`config.mk`:
```
export PLATFORM = sky130hd
export DESIGN_NAME = velocity_update_sequencer_flat
export DESIGN_NICKNAME = d
export VERILOG_FILES = /design/src/rtl/velocity_update_sequencer_pkg.sv /design/src/rtl/velocity_update_sequencer_if.sv /design/src/rtl/velocity_update_sequencer_rd_latency_counter.sv /design/src/rtl/velocity_update_sequencer.sv /design/src/flat_wrapper.sv
export SDC_FILE = /design/constraint.sdc
export NUM_CORES = 1
export LEC_CHECK = 0
export BUFFER_PORTS_ARGS = -buffer_cell sky130_fd_sc_hd__buf_2
export CAP_MARGIN = 20
export CELL_PAD_IN_SITES_DETAIL_PLACEMENT = 0
export CELL_PAD_IN_SITES_GLOBAL_PLACEMENT = 1
export CORE_AREA = 2 2 241 243
export CTS_BUF_LIST = sky130_fd_sc_hd__clkbuf_8
export DETAILED_ROUTE_END_ITERATION = 8
export DIE_AREA = 0 0 243 245
export PLACE_DENSITY_LB_ADDON = 0.1
export SETUP_SLACK_MARGIN = 0.15
export SLEW_MARGIN = 20
export SYNTH_ARGS = -nofsm -noshare
export SYNTH_HDL_FRONTEND = slang
export SYNTH_HIERARCHICAL = 1
export SYNTH_SLANG_ARGS = --single-unit
```
`constraint.sdc`:
```
create_clock -name clk -period 3 [get_ports clk]
set_input_delay 0.9 -clock clk [delete_from_list [all_inputs] [get_ports clk]]
set_output_delay 0.9 -clock clk [all_outputs]
set_load 0.05 [all_outputs]
```
`src/rtl/velocity_update_sequencer_pkg.sv`:
```
// Shared types and constants for the per-cell velocity read-modify-write sequencer.
// Payload words are {vz, vy, vx} single-precision floats.
package velocity_update_sequencer_pkg;

  localparam int VUS_DATA_WIDTH = 96;

  localparam int VX_LSB = 0;
  localparam int VX_MSB = 31;
  localparam int VY_LSB = 32;
  localparam int VY_MSB = 63;
  localparam int VZ_LSB = 64;
  localparam int VZ_MSB = 95;

  typedef enum logic [3:0] {
    S_IDLE     = 4'd0,
    S_RD_CNT   = 4'd1,
    S_WAIT_CNT = 4'd2,
    S_RD_P     = 4'd3,
    S_WAIT_P   = 4'd4,
    S_ISSUE    = 4'd5,
    S_WAIT_RES = 4'd6,
    S_WR       = 4'd7,
    S_DONE     = 4'd8
  } state_t;

  function automatic logic is_rd_state(input state_t s);
    return (s == S_RD_CNT) || (s == S_RD_P);
  endfunction

  function automatic logic is_wait_state(input state_t s);
    return (s == S_WAIT_CNT) || (s == S_WAIT_P);
  endfunction

endpackage

```
`src/rtl/velocity_update_sequencer_if.sv`:
```
// Memory, force-cache and motion-update-unit signals of one cell sequencer.
// master = sequencer side, slave = memories plus update unit.
interface velocity_update_sequencer_if
  import velocity_update_sequencer_pkg::*;
#(
  parameter int DATA_WIDTH = VUS_DATA_WIDTH,
  parameter int ADDR_WIDTH = 8
);
  logic [ADDR_WIDTH-1:0] mem_address;
  logic                  mem_rden;
  logic                  mem_wren;
  logic [DATA_WIDTH-1:0] mem_data;
  logic [DATA_WIDTH-1:0] mem_q;
  logic [ADDR_WIDTH-1:0] force_address;
  logic                  force_rden;
  logic [DATA_WIDTH-1:0] force_q;
  logic                  upd_valid;
  logic                  upd_ready;
  logic [DATA_WIDTH-1:0] upd_vel;
  logic [DATA_WIDTH-1:0] upd_force;
  logic                  res_valid;
  logic [DATA_WIDTH-1:0] res_vel;

  modport master (
    output mem_address, mem_rden, mem_wren, mem_data,
    input  mem_q,
    output force_address, force_rden,
    input  force_q,
    output upd_valid, upd_vel, upd_force,
    input  upd_ready,
    input  res_valid, res_vel
  );

  modport slave (
    input  mem_address, mem_rden, mem_wren, mem_data,
    output mem_q,
    input  force_address, force_rden,
    output force_q,
    input  upd_valid, upd_vel, upd_force,
    output upd_ready,
    output res_valid, res_vel
  );
endinterface

```
`src/rtl/velocity_update_sequencer_rd_latency_counter.sv`:
```
// Down-counter armed during a read cycle; expire_o pulses in the wait cycle
// where the memory read data becomes valid.
module velocity_update_sequencer_rd_latency_counter #(
  parameter int RD_LATENCY = 1
) (
  input  logic clk,
  input  logic rst,
  input  logic load_i,
  input  logic en_i,
  output logic expire_o
);
  localparam int CW = (RD_LATENCY < 2) ? 1 : $clog2(RD_LATENCY + 1);

  logic [CW-1:0] cnt_q;
  logic [CW-1:0] cnt_d;

  always_comb begin
    cnt_d = cnt_q;
    if (load_i) begin
      cnt_d = CW'(RD_LATENCY);
    end else if (en_i && (cnt_q != '0)) begin
      cnt_d = cnt_q - CW'(1);
    end
  end

  always_ff @(posedge clk) begin
    if (rst) begin
      cnt_q <= '0;
    end else begin
      cnt_q <= cnt_d;
    end
  end

  assign expire_o = en_i && (cnt_q == CW'(1));
endmodule

```
`src/rtl/velocity_update_sequencer.sv`:
```
// Walks particles 1..N of one cell: read velocity and force, hand them to the
// motion-update unit, write the returned velocity back to the same address.
module velocity_update_sequencer
  import velocity_update_sequencer_pkg::*;
#(
  parameter int DATA_WIDTH   = VUS_DATA_WIDTH,
  parameter int PARTICLE_NUM = 220,
  parameter int ADDR_WIDTH   = 8,
  parameter int RD_LATENCY   = 1
) (
  input  logic                       clk,
  input  logic                       rst,
  input  logic                       start,
  velocity_update_sequencer_if.master bus,
  output logic [ADDR_WIDTH-1:0]      particle_count,
  output logic                       busy,
  output logic                       done,
  output logic                       count_err
);
  localparam logic [ADDR_WIDTH-1:0] MAX_IDX = ADDR_WIDTH'(PARTICLE_NUM - 1);

  state_t                state_q;
  logic [ADDR_WIDTH-1:0] idx_q;
  logic [ADDR_WIDTH-1:0] cnt_q;
  logic [ADDR_WIDTH-1:0] mem_address_q;
  logic                  mem_rden_q;
  logic                  mem_wren_q;
  logic [DATA_WIDTH-1:0] mem_data_q;
  logic [ADDR_WIDTH-1:0] force_address_q;
  logic                  force_rden_q;
  logic                  upd_valid_q;
  logic [DATA_WIDTH-1:0] upd_vel_q;
  logic [DATA_WIDTH-1:0] upd_force_q;
  logic [ADDR_WIDTH-1:0] particle_count_q;
  logic                  busy_q;
  logic                  done_q;
  logic                  count_err_q;

  logic                  lat_expire;
  logic [ADDR_WIDTH-1:0] cnt_raw;
  logic                  cnt_over;
  logic [ADDR_WIDTH-1:0] cnt_d;

  velocity_update_sequencer_rd_latency_counter #(
    .RD_LATENCY (RD_LATENCY)
  ) u_lat (
    .clk      (clk),
    .rst      (rst),
    .load_i   (is_rd_state(state_q)),
    .en_i     (is_wait_state(state_q)),
    .expire_o (lat_expire)
  );

  // A corrupt count word must never walk the sequencer past the memory depth.
  assign cnt_raw  = bus.mem_q[ADDR_WIDTH-1:0];
  assign cnt_over = cnt_raw > MAX_IDX;
  assign cnt_d    = cnt_over ? MAX_IDX : cnt_raw;

  always_ff @(posedge clk) begin
    if (rst) begin
      state_q          <= S_IDLE;
      idx_q            <= '0;
      cnt_q            <= '0;
      mem_address_q    <= '0;
      mem_rden_q       <= 1'b0;
      mem_wren_q       <= 1'b0;
      mem_data_q       <= '0;
      force_address_q  <= '0;
      force_rden_q     <= 1'b0;
      upd_valid_q      <= 1'b0;
      upd_vel_q        <= '0;
      upd_force_q      <= '0;
      particle_count_q <= '0;
      busy_q           <= 1'b0;
      done_q           <= 1'b0;
      count_err_q      <= 1'b0;
    end else begin
      done_q <= 1'b0;
      case (state_q)
        S_IDLE: begin
          if (start) begin
            busy_q        <= 1'b1;
            mem_rden_q    <= 1'b1;
            mem_address_q <= '0;
            state_q       <= S_RD_CNT;
          end
        end
        S_RD_CNT: begin
          mem_rden_q <= 1'b0;
          state_q    <= S_WAIT_CNT;
        end
        S_WAIT_CNT: begin
          if (lat_expire) begin
            cnt_q            <= cnt_d;
            particle_count_q <= cnt_d;
            if (cnt_over) begin
              count_err_q <= 1'b1;
            end
            if (cnt_d == '0) begin
              done_q  <= 1'b1;
              busy_q  <= 1'b0;
              state_q <= S_DONE;
            end else begin
              idx_q           <= ADDR_WIDTH'(1);
              mem_rden_q      <= 1'b1;
              force_rden_q    <= 1'b1;
              mem_address_q   <= ADDR_WIDTH'(1);
              force_address_q <= ADDR_WIDTH'(1);
              state_q         <= S_RD_P;
            end
          end
        end
        S_RD_P: begin
          mem_rden_q      <= 1'b0;
          force_rden_q    <= 1'b0;
          mem_address_q   <= '0;
          force_address_q <= '0;
          state_q         <= S_WAIT_P;
        end
        S_WAIT_P: begin
          if (lat_expire) begin
            upd_vel_q   <= bus.mem_q;
            upd_force_q <= bus.force_q;
            upd_valid_q <= 1'b1;
            state_q     <= S_ISSUE;
          end
        end
        S_ISSUE: begin
          // upd_vel/upd_force stay untouched until the next particle is read.
          if (bus.upd_ready) begin
            upd_valid_q <= 1'b0;
            state_q     <= S_WAIT_RES;
          end
        end
        S_WAIT_RES: begin
          if (bus.res_valid) begin
            mem_data_q    <= bus.res_vel;
            mem_wren_q    <= 1'b1;
            mem_address_q <= idx_q;
            state_q       <= S_WR;
          end
        end
        S_WR: begin
          mem_wren_q    <= 1'b0;
          mem_data_q    <= '0;
          mem_address_q <= '0;
          if (idx_q == cnt_q) begin
            done_q  <= 1'b1;
            busy_q  <= 1'b0;
            state_q <= S_DONE;
          end else begin
            idx_q           <= idx_q + ADDR_WIDTH'(1);
            mem_rden_q      <= 1'b1;
            force_rden_q    <= 1'b1;
            mem_address_q   <= idx_q + ADDR_WIDTH'(1);
            force_address_q <= idx_q + ADDR_WIDTH'(1);
            state_q         <= S_RD_P;
          end
        end
        S_DONE: begin
          state_q <= S_IDLE;
        end
        default: begin
          state_q <= S_IDLE;
        end
      endcase
    end
  end

  assign bus.mem_address   = mem_address_q;
  assign bus.mem_rden      = mem_rden_q;
  assign bus.mem_wren      = mem_wren_q;
  assign bus.mem_data      = mem_data_q;
  assign bus.force_address = force_address_q;
  assign bus.force_rden    = force_rden_q;
  assign bus.upd_valid     = upd_valid_q;
  assign bus.upd_vel       = upd_vel_q;
  assign bus.upd_force     = upd_force_q;
  assign particle_count    = particle_count_q;
  assign busy              = busy_q;
  assign done              = done_q;
  assign count_err         = count_err_q;
endmodule

```
`src/flat_wrapper.sv`:
```
// flat-port wrapper written by rule: the top's interface ports become plain ports
module velocity_update_sequencer_flat import velocity_update_sequencer_pkg::*;
#(
  parameter int DATA_WIDTH   = VUS_DATA_WIDTH,
  parameter int PARTICLE_NUM = 220,
  parameter int ADDR_WIDTH   = 8,
  parameter int RD_LATENCY   = 1
)
  (clk, rst, start, particle_count, busy, done, count_err, bus_mem_address, bus_mem_rden, bus_mem_wren, bus_mem_data, bus_mem_q, bus_force_address, bus_force_rden, bus_force_q, bus_upd_valid, bus_upd_vel, bus_upd_force, bus_upd_ready, bus_res_valid, bus_res_vel);
  velocity_update_sequencer_if #(.DATA_WIDTH(DATA_WIDTH), .ADDR_WIDTH(ADDR_WIDTH)) bus_i ();
  input  logic clk;
  input  logic rst;
  input  logic start;
  output logic [ADDR_WIDTH-1:0] particle_count;
  output logic busy;
  output logic done;
  output logic count_err;
  output wire logic [$bits(bus_i.mem_address)-1:0] bus_mem_address;
  output wire logic [$bits(bus_i.mem_rden)-1:0] bus_mem_rden;
  output wire logic [$bits(bus_i.mem_wren)-1:0] bus_mem_wren;
  output wire logic [$bits(bus_i.mem_data)-1:0] bus_mem_data;
  input wire logic [$bits(bus_i.mem_q)-1:0] bus_mem_q;
  output wire logic [$bits(bus_i.force_address)-1:0] bus_force_address;
  output wire logic [$bits(bus_i.force_rden)-1:0] bus_force_rden;
  input wire logic [$bits(bus_i.force_q)-1:0] bus_force_q;
  output wire logic [$bits(bus_i.upd_valid)-1:0] bus_upd_valid;
  output wire logic [$bits(bus_i.upd_vel)-1:0] bus_upd_vel;
  output wire logic [$bits(bus_i.upd_force)-1:0] bus_upd_force;
  input wire logic [$bits(bus_i.upd_ready)-1:0] bus_upd_ready;
  input wire logic [$bits(bus_i.res_valid)-1:0] bus_res_valid;
  input wire logic [$bits(bus_i.res_vel)-1:0] bus_res_vel;
  assign bus_mem_address = bus_i.mem_address;
  assign bus_mem_rden = bus_i.mem_rden;
  assign bus_mem_wren = bus_i.mem_wren;
  assign bus_mem_data = bus_i.mem_data;
  assign bus_i.mem_q = bus_mem_q;
  assign bus_force_address = bus_i.force_address;
  assign bus_force_rden = bus_i.force_rden;
  assign bus_i.force_q = bus_force_q;
  assign bus_upd_valid = bus_i.upd_valid;
  assign bus_upd_vel = bus_i.upd_vel;
  assign bus_upd_force = bus_i.upd_force;
  assign bus_i.upd_ready = bus_upd_ready;
  assign bus_i.res_valid = bus_res_valid;
  assign bus_i.res_vel = bus_res_vel;
  velocity_update_sequencer #(.DATA_WIDTH(DATA_WIDTH), .PARTICLE_NUM(PARTICLE_NUM), .ADDR_WIDTH(ADDR_WIDTH), .RD_LATENCY(RD_LATENCY)) u_core (.clk(clk), .rst(rst), .start(start), .bus(bus_i), .particle_count(particle_count), .busy(busy), .done(done), .count_err(count_err));
endmodule
```
Word level (Yosys, flattened, before mapping)
Index checks and enable logic that the tools add are counted.

storage, ports and cells
  bits of input ports = 293
  output and inout port bits = 319
  flip-flop bits (word level) = 332
  word-level logic and storage cells = 102

cells by class
  $lt $le $gt $ge = 1
  reductions and logical operators = 25
  $add $sub $neg = 2
  eq/ne operators = 17
  muxes and demuxes = 41

operator list
  kind                                                  number
  case mux 96 bit (2 select lines)                      1
  2-to-1 mux 96 bit                                     1
  2-to-1 mux 8 bit                                      7
  case mux 8 bit (5 select lines)                       1
  case mux 4 bit (8 select lines)                       1
  2-to-1 mux 4 bit                                      7
  case mux 8 bit (3 select lines)                       1
  AND reduction 5 bit                                   4
  == test 4 x 3 -> 1 bit, second input constant         4
  case mux 8 bit (2 select lines)                       1
  2-to-1 mux 1 bit                                      15
  != test 2 bit, second input constant                  6
  adder 8 x 1 -> 8 bit, second input constant           1
  == test 4 x 2 -> 1 bit, second input constant         2
  == test 8 bit                                         1
  greater-than comparator 8 bit, second input constant  1
  zero test 8 bit                                       1
  AND reduction 4 bit                                   2
  nonzero test 2 bit                                    4
  != test 2 x 1 -> 1 bit, second input constant         3
  case mux 1 bit (2 select lines)                       3
  case mux 1 bit (3 select lines)                       2
  AND reduction 2 bit                                   3
  AND reduction 3 bit                                   2
  10 further kinds                                      12

Depth between registers and ports, before layout
  depth after elaboration = 6
  gate-level depth with buffers = 11
  mapped depth without buffers = 8

By module
Netlist, hierarchy kept.

by module, submodules not included
  module                                        seq. area each (µm²)  cells an instance  area each (µm²)  times used
  velocity_update_sequencer                     6626.4                1407               11831.3          1
  velocity_update_sequencer_rd_latency_counter  20.0                  5                  46.3             1

Worst setup path before layout
No wires, ideal clock.

  kind = input -> register
  start point = input bus_mem_q[4]
  end point = register u_core.force_address_q[1] (netlist: u_core/bus.force_address[1])
  stages = 5
  path slack = 0.702 ns
  arrival time = 2.237 ns
  buffers on the path = 0
  data required time = 2.940 ns
  library setup time = 0.060 ns
  path through = or4_1 o21ai_0 a21oi_1 a21oi_2 a22o_1

between the ends
  longest elaborated chain between the ends = 5

ends and longest elaborated chain
  what                               RTL line                          source
  start, declared                    flat_wrapper.sv:22                input wire logic [$bits(bus_i.mem_q)-1:0] bus_mem_q;
  greater-than comparator 8 bit      velocity_update_sequencer.sv:56   assign cnt_over = cnt_raw > MAX_IDX;
  2-to-1 mux 8 bit (*)               velocity_update_sequencer.sv:57   assign cnt_d = cnt_over ? MAX_IDX : cnt_raw;
  zero test 8 bit (*)                velocity_update_sequencer.sv:99   if (cnt_d == '0) begin
  != test 2 bit (no line) (*)        n/a
  AND reduction 4 bit (no line) (*)  n/a
  end signal, assigned               velocity_update_sequencer.sv:156  force_address_q <= idx_q + ADDR_WIDTH'(1);
  end, declared                      velocity_update_sequencer.sv:29   logic [ADDR_WIDTH-1:0] force_address_q;

Mark *: on every way between the ends. The rest lies on a longest branch, timed or not.
A chain may end at the register's enable or synchronous reset.

Final worst setup path
  start point = register u_core.state_q[2]
  end point = register u_core.mem_address_q[6] (netlist: u_core/bus.mem_address[6])

between the ends
  longest elaborated chain between the ends = 5
  elaborated cells between the ends (all ways) = 15
  those cells by class = eq/ne (9); mux (1); reduce/logical (5)

ends and longest elaborated chain
  what                                                              RTL line                                                              source
  start, declared                                                   velocity_update_sequencer.sv:22                                       state_t state_q;
  start signal, assigned                                            velocity_update_sequencer.sv:61                                       state_q <= S_IDLE;
  start signal, assigned                                            velocity_update_sequencer.sv:85                                       state_q <= S_RD_CNT;
  start signal, assigned                                            velocity_update_sequencer.sv:90                                       state_q <= S_WAIT_CNT;
  == test 4 x 2 -> 1 bit or == test 4 x 3 -> 1 bit (tied branches)  velocity_update_sequencer_pkg.sv:31, velocity_update_sequencer.sv:79
  logical OR 1 bit                                                  velocity_update_sequencer_pkg.sv:31                                   return (s == S_WAIT_CNT) || (s == S_WAIT_P);
  logical AND 1 bit                                                 velocity_update_sequencer_rd_latency_counter.sv:34                    assign expire_o = en_i && (cnt_q == CW'(1));
  != test 2 x 1 -> 1 bit (no line)                                  n/a
  AND reduction 5 bit (no line)                                     n/a
  end signal, assigned                                              velocity_update_sequencer.sv:139                                      mem_address_q <= idx_q;
  end signal, assigned                                              velocity_update_sequencer.sv:155                                      mem_address_q <= idx_q + ADDR_WIDTH'(1);
  end, declared                                                     velocity_update_sequencer.sv:25                                       logic [ADDR_WIDTH-1:0] mem_address_q;

Parallel ways exist; a longest one is shown, timed or not.

==> summary.md <==
| Metric | Value |
|---|---|
| Leading post-synthesis cells by cell area | dfxtp_1 56%, nand2_1 13%, a21oi_1 8.8%, a22oi_1 6.2%, nor2_1 3.8% |
| Die Area | 59,500 um2 |
| Global route overflow | 0 |
| Clk sinks | 332 |
| Top-area cell type share of the netlist area | 56.0% |
| Residual DRC | 0 |
| Final wirelength | 50.1 mm |
| GRT Max-Usage Layer | met2 |
| Register-to-Register Path Depth | 6 |
| Core Area | ~57,000 um2 |
| Initial antenna violation count | 16 |
| Ys Warns | 6 |
| Detailed placer's ending HPWL | 35.4 mm |
| Clock Skews | about 0.031 ns |
| Final #Nets | 2,296 |
| HP Start | u_core/bus.upd_vel[6] |
| Most used DFF post-synth | dfxtp_1 |
| Sequential share of the synthesized area | 56.0% |
| Drt via density | 4.23 |
| F_max | 0.398 GHz |
| Mapped Nets | around 1,700 |
| Final hold vios | 0 |
| Worst Path Required | 3.56 ns |
| Post-synth EDFFs | 0 |
| FP Rows | 88 |
| Startpoint Class | flip-flop |
| Maximum vdd drop | between 0.2 and 0.3 mV |
| Vias in the first global route | 11,900 |
| Count of cell types in the netlist | 62 |
| Worst Setup End Kind | flip-flop |
| Syn_area_per_cell | approximately 8.4 um2 |
| Crit Path Category | reg -> reg |
| Worst hold path depth | 2 |
| #FFs+latches synth | 332 |
| Crit Reg-Reg Endpoint | u_core/bus.mem_address[6] |
| Max transition margin | 34.4% |
| Initial Utilization | 20.8% |
| Setup Buffers After CTS | 0 |
| Final period demand of the worst path | 2.51 ns |
| # hold bufs at CTS | 0 |
| Port-buffer cells | 611 |
| CTS Buf Count | 67 |
| Worst skew pair latency | roughly 0.63 ns |
| Worst Path Max Fanout | 11 |
| Cell taking the most area after synthesis | dfxtp_1 |
| DRT antenna net count | 0 |
| Via Count | approximately 12,000 |
| Count leader, synth | nand2_1 |
| CTS tree | done |
| Syn Inst Count | ~1,400 |
| IO Pins | 612 |
| Status | completed |
| Met3 global-route usage | 6.04% |
| Hold EP | u_core/bus.upd_vel[6] |
| Area Growth Syn to Fin | 43.7% |
| # Max-Cap Violations | 0 |
| Leakage | 0.00761 uW |
| Asr flop ratio synth | 0% |
| Initial DRC count | 724 |
| CP Data Arrival Time | 3.07 ns |
| GRT met1 Usage | 17.6% |
| Post-CTS resize count | 0 |
| Global-route wire length before repair | ~74 mm |
| CTS Buffer Depth | 3 |
| Total power | 9820 uW |
| Worst-path clk slew | approximately 0.060 ns |
| RSZ-0062 raised after global routing | false |
| Synth Cell Area | 11,900 um2 |
| Largest net degree at the start of global routing | 170 |
| TNS Setup | 0 ns |
| Layout cells sized above 1 | a little over a third |
| Max-slew violation count | 0 |
| Final core occ | 29.9% |
| Register-to-register setup slack | 0.49 ns |
| DR WL/cell | 17.8 um |
| Clock root buffer | clkbuf_8 |
| Number of H-tree levels | 3 |
| Detailed Routing Iterations Pass 1 | 5 |
| GRT Util Overall | between 15 and 20% |
| Final setup viols | 0 |
| Pwr/cell area | 575 nW/um2 |
| DIE HEIGHT | 245 um |
| Met2 Track Usage GR | between 20% and 30% |
| Commonest cells post-synth | 403 x nand2_1, 332 x dfxtp_1, 209 x a21oi_1 |
| Worst r2r src | u_core/state_q[2] |
| Die extent in x | 243 um |
| Final period util | between 80% and 90% |
| Placer Congestion | 0.798 |
| Tightest Pin Transition | 0.984 ns |
| Hold crit path type | reg -> reg |
## metal layers
metal,wire length (um),vias to the layer above
li1,-,5959
met3,3860,109
met5,90,-
met4,1540,16
met1,19500,5497
met2,25200,363
## critical path, stage by stage, from the launching register on
cell and delay [ns]:
dfxtp_1 0.47, buf_4 0.24, inv_1 0.08, a2111oi_1 0.66
nand3_1 0.43, nor2_2 0.37, a221o_1 0.20
## flip-flops by register name, indices dropped and copies added, names as in the netlist
signal	cells
u_core/bus.mem_data	96
u_core/bus.upd_force	96
u_core/bus.upd_vel	96
u_core/bus.force_address	8
u_core/bus.mem_address	8
u_core/idx_q	8
u_core/particle_count	8
u_core/state_q	4
u_core/bus.force_rden	1
u_core/bus.mem_rden	1
u_core/bus.mem_wren	1
u_core/bus.upd_valid	1
u_core/busy	1
u_core/count_err	1
u_core/done	1
u_core/u_lat/cnt_q	1
## worst max-delay path by stage
stage	start	end	depth (start not counted)
2_1_floorplan	bus_mem_q[4]	u_core/bus.force_address[1]	5
3_3_place_gp	bus_mem_q[4]	u_core/bus.force_address[2]	6
3_5_place_dp	bus_mem_q[4]	u_core/bus.force_address[1]	6
4_1_cts	u_core/state_q[2]	u_core/bus.mem_address[6]	6
5_1_grt	u_core/state_q[2]	u_core/bus.mem_address[6]	6
6_report	u_core/state_q[2]	u_core/bus.mem_address[6]	6
## cells by family (layout without fill, tap and decap cells)
group           Yosys count  in the layout  synth area share (%)
flops                   332            332                  56.0
mux                       2              2                 0.169
other cells               0              8                     0
compound gates          357            357                  18.4
buf+inv                 114            750                  3.93
xor+xnor                 14             14                  1.03
simple gates            592            592                  20.4
fa+ha+maj                 1              1                 0.105
## stage by stage
stage	instances	setup WS [ns]	cell area, um2	hold WS [ns]
after floorplan	1412	0.702	11900	0.452
after global placement	2698	0.187	15700	0.437
after detailed placement	2698	0.130	15700	0.444
after CTS	2813	0.490	17000	0.430
after global routing	2818	0.270	17100	0.452
final	2821	0.489	17100	0.446
## power by group
group | total, uW | internal (uW) | switching (uW)
clock network | 4670 | 2620 | 2050
logic | 656 | 259 | 397
registers | 4490 | 4450 | 40.6
total | 9820 | 7330 | 2490
## area by class of cell
type / count / area (um2)
fill: 6433 / 40000
sequential: 332 / 6650
multi-input combinational: 966 / 4780
timing repair buffer: 632 / 3310
clock buffer: 85 / 1170
tap: 765 / 957
clock inverter: 30 / 164
antenna: 8 / 20.0
inverter: 3 / 11.3
## cells in the final DEF, fill, tap and decap left out, types with 11 or more instances in the layout
master    netlist  layout
xor2_1         12      12
nor2_1        119     119
nand3_1        12      11
a21oi_1       209     209
a22oi_1        98      98
buf_4           1      14
buf_2          26     610
nand2_1       403     403
clkbuf_8        0      85
inv_1           3      25
dfxtp_1       332     332
nor3_1         16      16
(Power assumes the default switching activity.)
